[config.mk]
export PLATFORM = sky130hd
export DESIGN_NAME = draw_sequencer
export DESIGN_NICKNAME = d
export VERILOG_FILES = /design/src/rtl/gfx_pkg.sv /design/src/rtl/draw_mux.sv /design/src/rtl/draw_sequencer.sv
export SDC_FILE = /design/constraint.sdc
export NUM_CORES = 1
export LEC_CHECK = 0
export ABC_AREA = 1
export CAP_MARGIN = 20
export CORE_ASPECT_RATIO = 0.5
export CORE_MARGIN = 2
export CORE_UTILIZATION = 35
export DETAILED_ROUTE_END_ITERATION = 8
export HOLD_SLACK_MARGIN = 0.15
export PLACE_DENSITY = 0.68
export SLEW_MARGIN = 5
export SYNTH_ARGS = -nofsm -noshare
export SYNTH_HDL_FRONTEND = slang
export SYNTH_SLANG_ARGS = --single-unit
export TNS_END_PERCENT = 1
[constraint.sdc]
create_clock -name clock -period 1.7 [get_ports clock]
set_input_delay 0.17 -clock clock [delete_from_list [all_inputs] [get_ports clock]]
set_output_delay 0.17 -clock clock [all_outputs]
set_load 0.03 [all_outputs]
[src/rtl/gfx_pkg.sv]
// Shared graphics definitions: colour indices, the fixed RGB palette,
// default screen geometry and the draw sequencer state encoding.
package gfx_pkg;

  localparam int SCREEN_W_DEF = 640;
  localparam int SCREEN_H_DEF = 480;

  localparam logic [3:0] COLOR_BG     = 4'd0;
  localparam logic [3:0] COLOR_PLAYER = 4'd1;
  localparam logic [3:0] COLOR_LASER  = 4'd2;
  localparam logic [3:0] COLOR_ENEMY  = 4'd3;

  localparam logic [23:0] RGB_BG     = 24'h000000;
  localparam logic [23:0] RGB_PLAYER = 24'h00FF00;
  localparam logic [23:0] RGB_LASER  = 24'hFF0000;
  localparam logic [23:0] RGB_ENEMY  = 24'hFFFFFF;
  // Unassigned indices show up as magenta so bad colour data is obvious on screen.
  localparam logic [23:0] RGB_ERROR  = 24'hFF00FF;

  typedef enum logic [2:0] {
    S_INIT,
    S_WAITINIT,
    S_IDLE,
    S_LAUNCH,
    S_ARM,
    S_STREAM
  } seq_state_e;

  function automatic logic [23:0] palette(input logic [3:0] idx);
    case (idx)
      COLOR_BG:     palette = RGB_BG;
      COLOR_PLAYER: palette = RGB_PLAYER;
      COLOR_LASER:  palette = RGB_LASER;
      COLOR_ENEMY:  palette = RGB_ENEMY;
      default:      palette = RGB_ERROR;
    endcase
  endfunction

endpackage

[src/rtl/draw_mux.sv]
// Combinational slot selector: picks one drawer's x/y/colour/done from the
// packed drawer buses using the sequencer's current slot index.
module draw_mux #(
  parameter int N_DRAWERS = 3,
  parameter int IDX_W     = 2
) (
  input  logic [IDX_W-1:0]       idx,
  input  logic [N_DRAWERS*10-1:0] drw_x,
  input  logic [N_DRAWERS*9-1:0]  drw_y,
  input  logic [N_DRAWERS*4-1:0]  drw_color,
  input  logic [N_DRAWERS-1:0]    drw_done,
  output logic [9:0]              sel_x,
  output logic [8:0]              sel_y,
  output logic [3:0]              sel_color,
  output logic                    sel_done
);

  // Select the slot addressed by idx; out-of-range indices read as idle zeros.
  always_comb begin
    // NOTE: every output gets a default before the loop so no path infers a latch.
    sel_x     = '0;
    sel_y     = '0;
    sel_color = '0;
    sel_done  = 1'b0;
    for (int i = 0; i < N_DRAWERS; i++) begin
      if (idx == IDX_W'(i)) begin
        sel_x     = drw_x[i*10 +: 10];
        sel_y     = drw_y[i*9 +: 9];
        sel_color = drw_color[i*4 +: 4];
        sel_done  = drw_done[i];
      end
    end
  end

endmodule

[src/rtl/draw_sequencer.sv]
// Frame draw sequencer: once per frame starts each sprite drawer in turn,
// streams its pixels through the palette into the framebuffer write port,
// and owns all framebuffer write access.
module draw_sequencer
  import gfx_pkg::*;
#(
  parameter int N_DRAWERS  = 3,
  parameter int SCREEN_W   = SCREEN_W_DEF,
  parameter int SCREEN_H   = SCREEN_H_DEF,
  parameter int MAX_CYCLES = 4096
) (
  input  logic                    clock,
  input  logic                    reset_n,
  input  logic                    frame_tick,
  input  logic [N_DRAWERS*10-1:0] drw_x,
  input  logic [N_DRAWERS*9-1:0]  drw_y,
  input  logic [N_DRAWERS*4-1:0]  drw_color,
  input  logic [N_DRAWERS-1:0]    drw_done,
  output logic                    drw_init,
  output logic [N_DRAWERS-1:0]    drw_start,
  output logic [9:0]              fb_x,
  output logic [8:0]              fb_y,
  output logic [23:0]             fb_rgb,
  output logic                    fb_we,
  output logic                    busy,
  output logic                    frame_done,
  output logic                    overrun,
  output logic                    timeout
);

  localparam int IDX_W = (N_DRAWERS > 1) ? $clog2(N_DRAWERS) : 1;
  localparam int CNT_W = (MAX_CYCLES > 1) ? $clog2(MAX_CYCLES) : 1;
  localparam logic [IDX_W-1:0] IDX_LAST = IDX_W'(N_DRAWERS - 1);
  localparam logic [CNT_W-1:0] CNT_LAST = CNT_W'(MAX_CYCLES - 1);
  localparam logic [10:0]      X_LIM    = 11'(SCREEN_W);
  localparam logic [9:0]       Y_LIM    = 10'(SCREEN_H);

  seq_state_e       state, state_n;
  logic [IDX_W-1:0] idx;
  logic [CNT_W-1:0] cnt;
  logic             pending;
  logic             drw_init_q;
  logic             frame_done_q;
  logic             overrun_q;
  logic             timeout_q;

  // Control strobes decoded by the FSM for the datapath registers.
  logic cnt_clr, cnt_inc;
  logic idx_clr, idx_inc;
  logic capture, set_timeout, frame_end, pend_clr, init_pulse;

  logic [9:0] sel_x;
  logic [8:0] sel_y;
  logic [3:0] sel_color;
  logic       sel_done;
  logic       in_range;
  logic       cnt_last;

  draw_mux #(
    .N_DRAWERS (N_DRAWERS),
    .IDX_W     (IDX_W)
  ) u_draw_mux (
    .idx       (idx),
    .drw_x     (drw_x),
    .drw_y     (drw_y),
    .drw_color (drw_color),
    .drw_done  (drw_done),
    .sel_x     (sel_x),
    .sel_y     (sel_y),
    .sel_color (sel_color),
    .sel_done  (sel_done)
  );

  // Coordinates that wrapped below zero land far above the screen and are dropped here.
  assign in_range = ({1'b0, sel_x} < X_LIM) && ({1'b0, sel_y} < Y_LIM);
  assign cnt_last = (cnt == CNT_LAST);

  assign busy       = (state == S_LAUNCH) || (state == S_ARM) || (state == S_STREAM);
  assign drw_start  = (state == S_LAUNCH) ? (N_DRAWERS'(1) << idx) : '0;
  assign drw_init   = drw_init_q;
  assign frame_done = frame_done_q;
  assign overrun    = overrun_q;
  assign timeout    = timeout_q;

  // State register.
  always_ff @(posedge clock or negedge reset_n) begin
    // NOTE: sequential state uses non-blocking assignments so every register samples pre-edge values.
    if (!reset_n) state <= S_INIT;
    else          state <= state_n;
  end

  // Next-state decode and datapath control strobes.
  always_comb begin
    state_n     = state;
    cnt_clr     = 1'b0;
    cnt_inc     = 1'b0;
    idx_clr     = 1'b0;
    idx_inc     = 1'b0;
    capture     = 1'b0;
    set_timeout = 1'b0;
    frame_end   = 1'b0;
    pend_clr    = 1'b0;
    init_pulse  = 1'b0;
    case (state)
      S_INIT: begin
        init_pulse = 1'b1;
        cnt_clr    = 1'b1;
        state_n    = S_WAITINIT;
      end
      S_WAITINIT: begin
        // Drawers are being reset while drw_init is high, so their done is not yet meaningful.
        if ((&drw_done && !drw_init_q) || cnt_last) state_n = S_IDLE;
        else                                        cnt_inc = 1'b1;
      end
      S_IDLE: begin
        if (frame_tick || pending) begin
          idx_clr  = 1'b1;
          pend_clr = 1'b1;
          state_n  = S_LAUNCH;
        end
      end
      S_LAUNCH: begin
        state_n = S_ARM;
      end
      S_ARM: begin
        // The drawer is only now leaving its start state; its done may still be stale.
        cnt_clr = 1'b1;
        state_n = S_STREAM;
      end
      S_STREAM: begin
        capture = !sel_done;
        if (sel_done || cnt_last) begin
          set_timeout = !sel_done;
          if (idx == IDX_LAST) begin
            frame_end = 1'b1;
            state_n   = S_IDLE;
          end else begin
            idx_inc = 1'b1;
            state_n = S_LAUNCH;
          end
        end else begin
          cnt_inc = 1'b1;
        end
      end
      default: state_n = S_INIT;
    endcase
  end

  // Slot index and per-phase cycle counter.
  always_ff @(posedge clock or negedge reset_n) begin
    if (!reset_n) begin
      idx <= '0;
      cnt <= '0;
    end else begin
      if (idx_clr)      idx <= '0;
      else if (idx_inc) idx <= idx + IDX_W'(1);
      if (cnt_clr)      cnt <= '0;
      else if (cnt_inc) cnt <= cnt + CNT_W'(1);
    end
  end

  // Frame bookkeeping: pending tick, sticky error flags and single-cycle pulses.
  always_ff @(posedge clock or negedge reset_n) begin
    if (!reset_n) begin
      pending      <= 1'b0;
      overrun_q    <= 1'b0;
      timeout_q    <= 1'b0;
      frame_done_q <= 1'b0;
      drw_init_q   <= 1'b0;
    end else begin
      // A tick outside idle is remembered; repeated ticks collapse into one request.
      pending      <= (pending && !pend_clr) || (frame_tick && (state != S_IDLE));
      if (frame_tick && busy) overrun_q <= 1'b1;
      if (set_timeout)        timeout_q <= 1'b1;
      frame_done_q <= frame_end;
      drw_init_q   <= init_pulse;
    end
  end

  // Framebuffer write port: one-cycle registered copy of the selected drawer pixel.
  always_ff @(posedge clock or negedge reset_n) begin
    if (!reset_n) begin
      fb_we  <= 1'b0;
      fb_x   <= '0;
      fb_y   <= '0;
      fb_rgb <= '0;
    end else begin
      fb_we <= capture && in_range;
      if (capture) begin
        fb_x   <= sel_x;
        fb_y   <= sel_y;
        fb_rgb <= palette(sel_color);
      end
    end
  end

endmodule

### Word level (Yosys, flattened, before mapping)

Index checks and enable logic that the tools add are counted.

| cells by class | value |
|---|---|
| $add $sub $neg | 2 |
| order comparisons | 2 |
| equal/unequal tests | 15 |
| shift operators | 1 |
| mux-type cells | 39 |
| reduce and logical (&&, ||, !) cells | 23 |

Operators with widths:

| cell | count |
|---|---|
| $pmux 24 s4 | 1 |
| $mux 10 | 3 |
| $mux 9 | 3 |
| $mux 12 | 2 |
| $mux 1 | 19 |
| $pmux 3 s6 | 1 |
| $add 12x1->12 const B | 1 |
| $eq 12x12->1 const B | 1 |
| $mux 3 | 4 |
| $mux 4 | 3 |
| $lt 10x10->1 const B | 1 |
| $lt 9x9->1 const B | 1 |
| $eq 4x2->1 const B | 2 |
| $eq 3x2->1 const B | 2 |
| $eq 3x3->1 const B | 2 |
| $logic_and 1x1->1 | 6 |
| $logic_or 1x1->1 | 6 |
| $reduce_and 3->1 | 2 |
| $eq 4x1->1 const B | 1 |
| $logic_not 4->1 | 1 |
| $mux 2 | 2 |
| $ne 2x2->1 const B | 2 |
| $reduce_bool 2->1 | 2 |
| $eq 3x1->1 const B | 1 |
| 11 further kinds | 13 |

| word-level totals | value |
|---|---|
| bits in registers | 66 |
| input bits | 75 |
| output and inout bits | 52 |
| word-level logic and storage cells | 94 |

### Depth between registers and ports, before layout

Gate-level depths: netlist of run 1.

| depth | value |
|---|---|
| word-level depth | 9 |
| gate-level depth with buffers | 12 |
| gate-level depth less buffers | 11 |

### Hierarchy

From an unflattened synthesis of run 1, not the netlist that was laid out.

| unflattened totals | value |
|---|---|
| cell total of the unflattened synthesis | 418 |
| area, all modules | 2972.9 um2 |

Modules (own cells, without submodules):

| module | times used | cells an instance | area an instance (um2) | sequential area each (um2) |
|---|---|---|---|---|
| draw_sequencer | 1 | 307 | 2386.0 | 1126.1 |
| draw_mux | 1 | 111 | 586.8 | 0.0 |

### Worst setup path after synthesis of run 1

OpenSTA, ideal clock, no wires.

| timing | value |
|---|---|
| path kind | register -> output |
| start | register idx[0] |
| end | output port drw_start[2] |
| arrival | 1.573 ns |
| data required time | 1.530 ns |
| setup slack | -0.043 ns |
| cell stages (with the launch flop) | 8 |
| path buffers | 3 |
| cell sequence | dfrtp_1 inv_1 ha_1 buf_4 inv_2 buf_4 buf_2 nor2_1 |

| on the way | value |
|---|---|
| cells in the longest elaborated chain, start to end | 2 |

RTL lines:

| what | RTL line | RTL |
|---|---|---|
| start, declared | draw_sequencer.sv:39 | `logic [IDX_W-1:0] idx;` |
| start signal, assigned | draw_sequencer.sv:156 | `else if (idx_inc) idx <= idx + IDX_W'(1);` |
| $shl 1x2->3 | draw_sequencer.sv:79 | `assign drw_start = (state == S_LAUNCH) ? (N_DRAWERS'(1) << idx) : '0;` |
| $mux 3 | draw_sequencer.sv:79 |  |
| end, declared | draw_sequencer.sv:20 | `output logic [N_DRAWERS-1:0] drw_start,` |

No other way between the ends.

### Final worst setup path of run 1

| timing | value |
|---|---|
| start | register idx[0] |
| end | register idx[0] |

| on the way | value |
|---|---|
| cells in the longest elaborated chain, start to end | 8 |
| elaborated cells on any way between the ends | 14 |
| classes of those cells | add/sub (1); eq/ne (2); mux (8); reduce/logical (3) |

RTL lines:

| what | RTL line | RTL |
|---|---|---|
| $logic_not 2->1 | draw_mux.sv:26 | `if (idx == IDX_W'(i)) begin` |
| $mux 1 (3 in a row) | draw_mux.sv:26 |  |
| $logic_or 1x1->1 | draw_sequencer.sv:132 | `if (sel_done \|\| cnt_last) begin` |
| $mux 1 | draw_sequencer.sv:132 |  |
| $mux 1 | draw_sequencer.sv:104 | `case (state)` |
| $reduce_bool 2->1 (no line) | n/a |  |

Several ways; a longest one is shown, not always the timed one. The select of a mux whose other input is x is not followed.
A chain may end at the register's enable or synchronous reset.

==> results of run 1 <==
[metrics by stage]
stage                     total power, uW  hold slack (ns)  setup slack, ns  instance area (um2)
after detailed placement             6395          0.04745         0.002902                 4270
after global routing                 8281           0.2908         -0.05119                 4638
after CTS                            7405           0.2730         0.001510                 4433
after global placement               6345          0.04436          0.07522                 4270
final                                7684           0.2708          0.07465                 4638
after floorplan                      4937          -0.1256          0.08503                 3000
[critical path: stages (launching register included)]
cell and delay (ns):
dfrtp_1 0.42, inv_2 0.10, ha_1 0.21, nand3_1 0.12, nand2_2 0.10, nand2_2 0.10, buf_4 0.15, nand2_1 0.08
nand2_1 0.07, nand2_1 0.08, o21ai_0 0.08
[per-layer routing]
layer  routed length (um)  vias up  part of all wire (%)
li1                     -     1512                     -
met1                 3641     1353                    43
met2                 4306       60                    51
met3                  435        8                   5.1
met4                  112        0                   1.3
met5                    0        -                     0
[final timing paths]
path	end	cells past startpoint	startpoint	slack [ns]
worst max-delay path	idx[0]	10	idx[0]	0.07
worst min-delay path	fb_y[3]	2	reset_n	0.27
worst max register to register	idx[0]	10	idx[0]	0.07
worst min register to register	overrun	1	overrun	0.45
max in group asynchronous	cnt[9]	3	reset_n	0.96
min in group clock	overrun	1	overrun	0.45
[layout by cell type (no fill, tap or decap), types with 4 or more instances in the layout]
cell type        synthesis  final
nand2_2                  4      5
buf_4                   24     22
o31ai_2                  0      4
clkbuf_16                0      6
nor2_4                   3      4
dfrtp_1                 45     45
nand3_2                  8      8
xor2_1                   7      7
nand2_1                128    126
o31ai_1                 12      7
o21ai_0                  8      7
nand3_1                 15     15
a21oi_1                 22     18
inv_1                   23     20
clkdlybuf4s50_1          0     97
nand4_1                 17     17
dlymetal6s2s_1           0     22
a21oi_2                  3      7
inv_2                    4      6
nor2_1                  38     36
[repair_timing]
action                                  in CTS  in global routing
gates cloned                                 0                  3
endpoints found under the setup margin       6                 52
setup buffers                                0                  2
hold endpoints to repair                    45                  0
gates resized for setup                      4                 47
pin swaps                                    0                  1
hold buffers                                 1                  0
[flip-flops by register name (all words and copies together) (netlist names)]
name / count
idx: 2
pending: 1
fb_x: 10
state: 3
cnt: 12
drw_init: 1
overrun: 1
timeout: 1
fb_we: 1
fb_y: 9
frame_done: 1
fb_rgb: 3
[cell families (layout without fill, tap and decap cells)]
logic type | after synthesis | count (layout) | share of synthesized area, %
compound gates | 50 | 50 | 10.18
xor+xnor | 7 | 7 | 2.045
fa+ha+maj | 4 | 4 | 1.670
buf+inv | 68 | 187 | 13.40
flops | 45 | 45 | 37.56
simple gates | 225 | 225 | 35.14
[power breakdown]
part           switching, uW  internal (uW)
sequential               262           1410
combinational           2990           2040
clock                    425            552
[cell type report]
cell class	instances	share of cell area, %
inverters	28	2.320
multi-input cells	286	33.69
clock buffers	5	2.698
repair buffers	151	33.45
well taps	112	3.021
flip-flops and latches	45	24.28
clock inverters	3	0.5395
==> impl_metrics.toml, run 1 <==
[drt]
wl_um = 8495
wl_per_cell_um = 13.48
drt-initial-drc-count = 95
vias = 2933
avgViaCountPerCell = 4.656
drcViolationCount = 0
firstDrtPassIters = 4
drtAntennaViolNets = 0

[clock_tree]
cts_made_buffers = 5
cts_sinks = 45
clock_latency_ns = 0.29
cts_tree = "yes"
clk_path_buf_depth = 2
htree_levels = 2
clkSlewWorstSetupHoldPaths_ns = 0.06
cts_root_buf = "clkbuf_16"

[floorplanning]
die_y_um = 69.44
start_util_pct = 36.81
row_count = 23
die_w_um = 134.9
ioPinCount = 127
fp.coreArea_um2 = 8144
die-area_um2 = 9366

[timing]
finalHoldViolCount = 0
period_share_pct = 95.61
finClkSkew_ns = 0.003563
period_minus_slack_ns = 1.625
setup_viol = 0
maxSlewViolCount = 0
rsz0062_at_grt = "yes"
slew-limit-headroom_pct = 75.95
tightest_slew_ns = 0.3596
setup-tns-final_ns = 0
fmax_mhz = 615.3

[logic_synthesis]
synth_nets = 478
synth_area_leaders = "dfrtp_1, nand2_1, buf_4"
avgSynthCellArea_um2 = 7.513
netlist_area_um2 = 2998
synthTopCellsByCount = "nand2_1, dfrtp_1, nor2_1"
synth.distinct_cells = 32
synth_area_leader_cell = "dfrtp_1"
synth-edff-count = 0
ys.flop_type = "dfrtp_1"
syn_inst = 399
synth_seq_cells = 45
synth_top_area_share_pct = 37.56
ys_warn_count = 0
yosysMostFrequentCell = "nand2_1"
yosysSeqAreaShare_pct = 37.56
ys_async_sr_fraction_pct = 100.0

[setup_path]
worstSetupStartpointType = "flop"
cp_data_required_time_ns = 1.87
cp_max_fo = 4
cp-end-kind = "flop"
cp.arrival_ns = 1.79
worstSetupPathType = "flop to flop"

[cells_and_area]
final_cell_count_no_fill = 630
syn_to_final_growth_pct = 54.72
fin_util_pct = 56.95
n_antenna_cell = 0
multi_input_area_um2 = 1563
drive_above_1_share_pct = 16.22
nFillCells = 775
num-nets-final = 596
seqCellArea_um2 = 1126

[power]
power.leakage_uw = 0.002403
pwr_density_cell_nw_per_um2 = 1657
ir_drop_uv = 598.1

[place]
place.gp.congestion = 0.8481
dp_hpwl_um = 6104
dp.cells = 616
port_buffers = 126

[flow_run]
maxCapViolCount = 0

[global_routing]
met3_usage_pct = 4.240
gr-usage-all-layers_pct = 17.72
grt_max_degree = 39
top_usage_layer = "met2"
grtUsageMet1_pct = 21.36
antenna_found_initial = 0
grt_use_met2_pct = 31.42
grt-ovfl-total = 0
grt_pass1_wl_um = 13300
first_global_vias = 2833

[min_path]
hp-class = "input port to async pin"

[status]
outcome = "complete, no violations"
Note: power is estimated with default switching activity, not from simulation.
==> run 2, diff against run 1 <==
- SYNTH_HIERARCHICAL: default -> 1
==> run 2 against run 1 <==
Compared with the run above: clock skew is 0.0055 ns higher; synthesized cell count is 4.8% higher; worst setup slack worse by 0.032 ns; total power is 2.2% lower; first-iteration DRC count is 93% higher; global-route usage is 1.3 points higher; sequential power is 2% higher; register-to-register slack hardly changed; sequential share of layout area is 0.95 points higher; via count is 4.7% higher; hold slack better by 0.11 ns; flip-flop and latch count stayed put; critical endpoint is now fb_rgb[8].
==> impl_metrics.toml, run 2 <==
[status]
outcome = "complete, no violations"

[setup_path]
worstSetupPathType = "flop to output pin"
cp.arrival_ns = 1.49
crit_path_top_delay_cell = "clkdlybuf4s50_1"
reg2reg_to = "fb_we"
cp_max_fo = 9
r2r_start = "idx[1]"
cp_data_required_time_ns = 1.53
cp_top_family = "buffers and inverters"
rr_worst_depth = 8
path_buf_inv = 1
cp-startpoint = "fb_rgb[15]"
worstPathCellList = "clkdlybuf4s50_1"
crit_path_max_incr_delay_ns = 0.72
worstSetupStartpointType = "flop"
regToRegSetupSlack_ns = 0.08
cp-end-kind = "output pin"

[cells_and_area]
num-nets-final = 617
syn_to_final_growth_pct = 50.34
n_antenna_cell = 0
largest_registers = "cnt x12, fb_x x10, fb_y x9"
final_cell_count_no_fill = 651
drive_above_1_share_pct = 10.02
layout_common_cells = "nand2_1, clkdlybuf4s50_1, nand3_1"
nFillCells = 778
largest_reg_flops = 12
top_register = "cnt"
final_common_cell = "nand2_1"

[global_routing]
grt_pass1_wl_um = 14300
grt_max_degree = 46
antenna_found_initial = 0
gr-usage-all-layers_pct = 19.03
grt-ovfl-total = 0
first_global_vias = 2901

[power]
power_frac_clock_pct = 13.7
pwr-share-comb_pct = 63.6
pwr_density_cell_nw_per_um2 = 1681
power.leakage_uw = 0.002165
seqPwrFrac_pct = 22.8
p_int_uw = 3882
swShare_pct = 48.34
p_sw_uw = 3633
ir_drop_uv = 630.7

[logic_synthesis]
ys_async_sr_fraction_pct = 100.0
synth.distinct_cells = 28
synth-adder-area-share_pct = 1.684
ys.flop_type = "dfrtp_1"
synth_area_leaders = "dfrtp_1, nand2_1, nand3_1"
synthXorXnorAreaFrac_pct = 0.8838
ys_warn_count = 6
synth_compound_area_share_pct = 3.704
synth_seq_cells = 45
synth-edff-count = 0
synth_simple_gate_area_share_pct = 41.41
yosysMostFrequentCell = "nand2_1"
avgSynthCellArea_um2 = 7.112
syn_inst = 418
synth_area_leader_cell = "dfrtp_1"
synth_top_family_by_area = "simple AND/OR/NAND/NOR gates"
synthMuxAreaShare_pct = 0
synthTopCellsByCount = "nand2_1, nand3_1, dfrtp_1"
synth_nets = 497
yosysSeqAreaShare_pct = 37.88
synth_top_area_share_pct = 37.88
netlist_area_um2 = 2973

[clock_tree]
cts_sinks = 45
cts_tree = "yes"
clock_latency_ns = 0.30
htree_levels = 2
cts_setup_buffers = 0
clkSlewWorstSetupHoldPaths_ns = 0.07
cts_made_buffers = 5
cts_root_buf = "clkbuf_16"
clk_path_buf_depth = 2

[timing]
period_share_pct = 97.46
rsz0062_at_grt = "yes"
tightest_slew_ns = 0.4189
finClkSkew_ns = 0.009063
slew-limit-headroom_pct = 71.97
period_minus_slack_ns = 1.657
fmax_mhz = 603.5
fin_hold_ws_ns = 0.3854
maxSlewViolCount = 0
setup_viol = 0
finalHoldViolCount = 0

[place]
dp_hpwl_um = 6341
dp.cells = 642
place.gp.congestion = 0.8231
port_buffers = 126

[drt]
wl_per_cell_um = 13.18
avgViaCountPerCell = 4.716
drt-initial-drc-count = 183
firstDrtPassIters = 4
drcViolationCount = 0
wl_um = 8580
vias = 3070
drtAntennaViolNets = 0

[min_path]
hp-class = "input port to async pin"

[floorplanning]
die_y_um = 69.17
die_w_um = 134.3
row_count = 23
start_util_pct = 36.63
ioPinCount = 127
fp.coreArea_um2 = 8115
die-area_um2 = 9292

[flow_run]
maxCapViolCount = 0
run 2: cell types whose count changed in the layout (fill, tap and decap cells not counted), sizes merged, moves of 2 or more:
cell,previous run,this run
nand4,17,7
a21oi,25,3
nand3,26,96
o31ai,12,0
or2,4,0
o22ai,2,0
clkdlybuf4s50,97,108
nor4,0,2
o21ai,8,14
nor2,41,32
inv,28,31
dlymetal6s2s,22,13
xor2,7,3
dlygate4sd2,2,0
run 2: cell families after synthesis:
| logic type | count (synthesis) |
|---|---|
| xor gates and xnor gates | 3 |
| and+or+nand+nor | 274 |
| buffers and inverters | 72 |
| AOI/OAI and AO/OA | 20 |
| adders and majority gates | 4 |
| DFF | 45 |
run 2: metal layers:
layer	vias up	global-route usage [%]	part of all wire (%)
met5	-	0	0
met4	0	5.731	1.6
met3	13	4.898	4.3
met2	63	30.56	48
met1	1418	25.36	46
li1	1576	-	-
run 2: how the worst max path moves through the flow:
stage / to / slack [ns] / cells after the start
final: fb_rgb[8] / 0.04 / 1
after detailed placement: fb_we / 0.02 / 8
after global placement: fb_we / 0.05 / 8
after CTS: fb_we / 0.007 / 8
after floorplan: overrun / 0.22 / 6
after global routing: fb_rgb[7] / -0.03 / 9
run 2: area by class of cell:
type,instances,area (um2),share of cell area (%)
Clock buffer,6,138.9,3.107
Timing Repair Buffer,152,1500,33.57
Tap cell,112,140.1,3.135
Multi-Input combinational cell,301,1420,31.77
Sequential cell,45,1127,25.22
Clock inverter,2,13.76,0.3080
Inverter,33,128.9,2.884
run 2: through the flow:
stage	setup slack [ns]	area, um2	util, %	setup TNS (ns)	total power, uW
after CTS	0.006528	4420	54.47	0	7571
final	0.04310	4469	55.07	0	7515
after global routing	-0.02532	4469	55.07	-0.05668	8069
after global placement	0.05314	4260	52.50	0	6486
after floorplan	0.2246	2973	-	0	4973
after detailed placement	0.02070	4260	52.50	0	6533
run 2: timing repair:
item,4_1_cts,5_1_grt
hold buffers,1,0
endpoints found under the setup margin,2,41
endpoints found under the hold margin,45,0
resized for setup,2,23
run 2: power by group through the flow:
stage | clock network [uW] | registers, uW | logic (uW)
after detailed placement | 0 | 1730 | 4810
after global placement | 0 | 1730 | 4760
final | 1030 | 1710 | 4780
after CTS | 1050 | 1720 | 4810
after global routing | 1090 | 1760 | 5220
after floorplan | 0 | 2180 | 2800
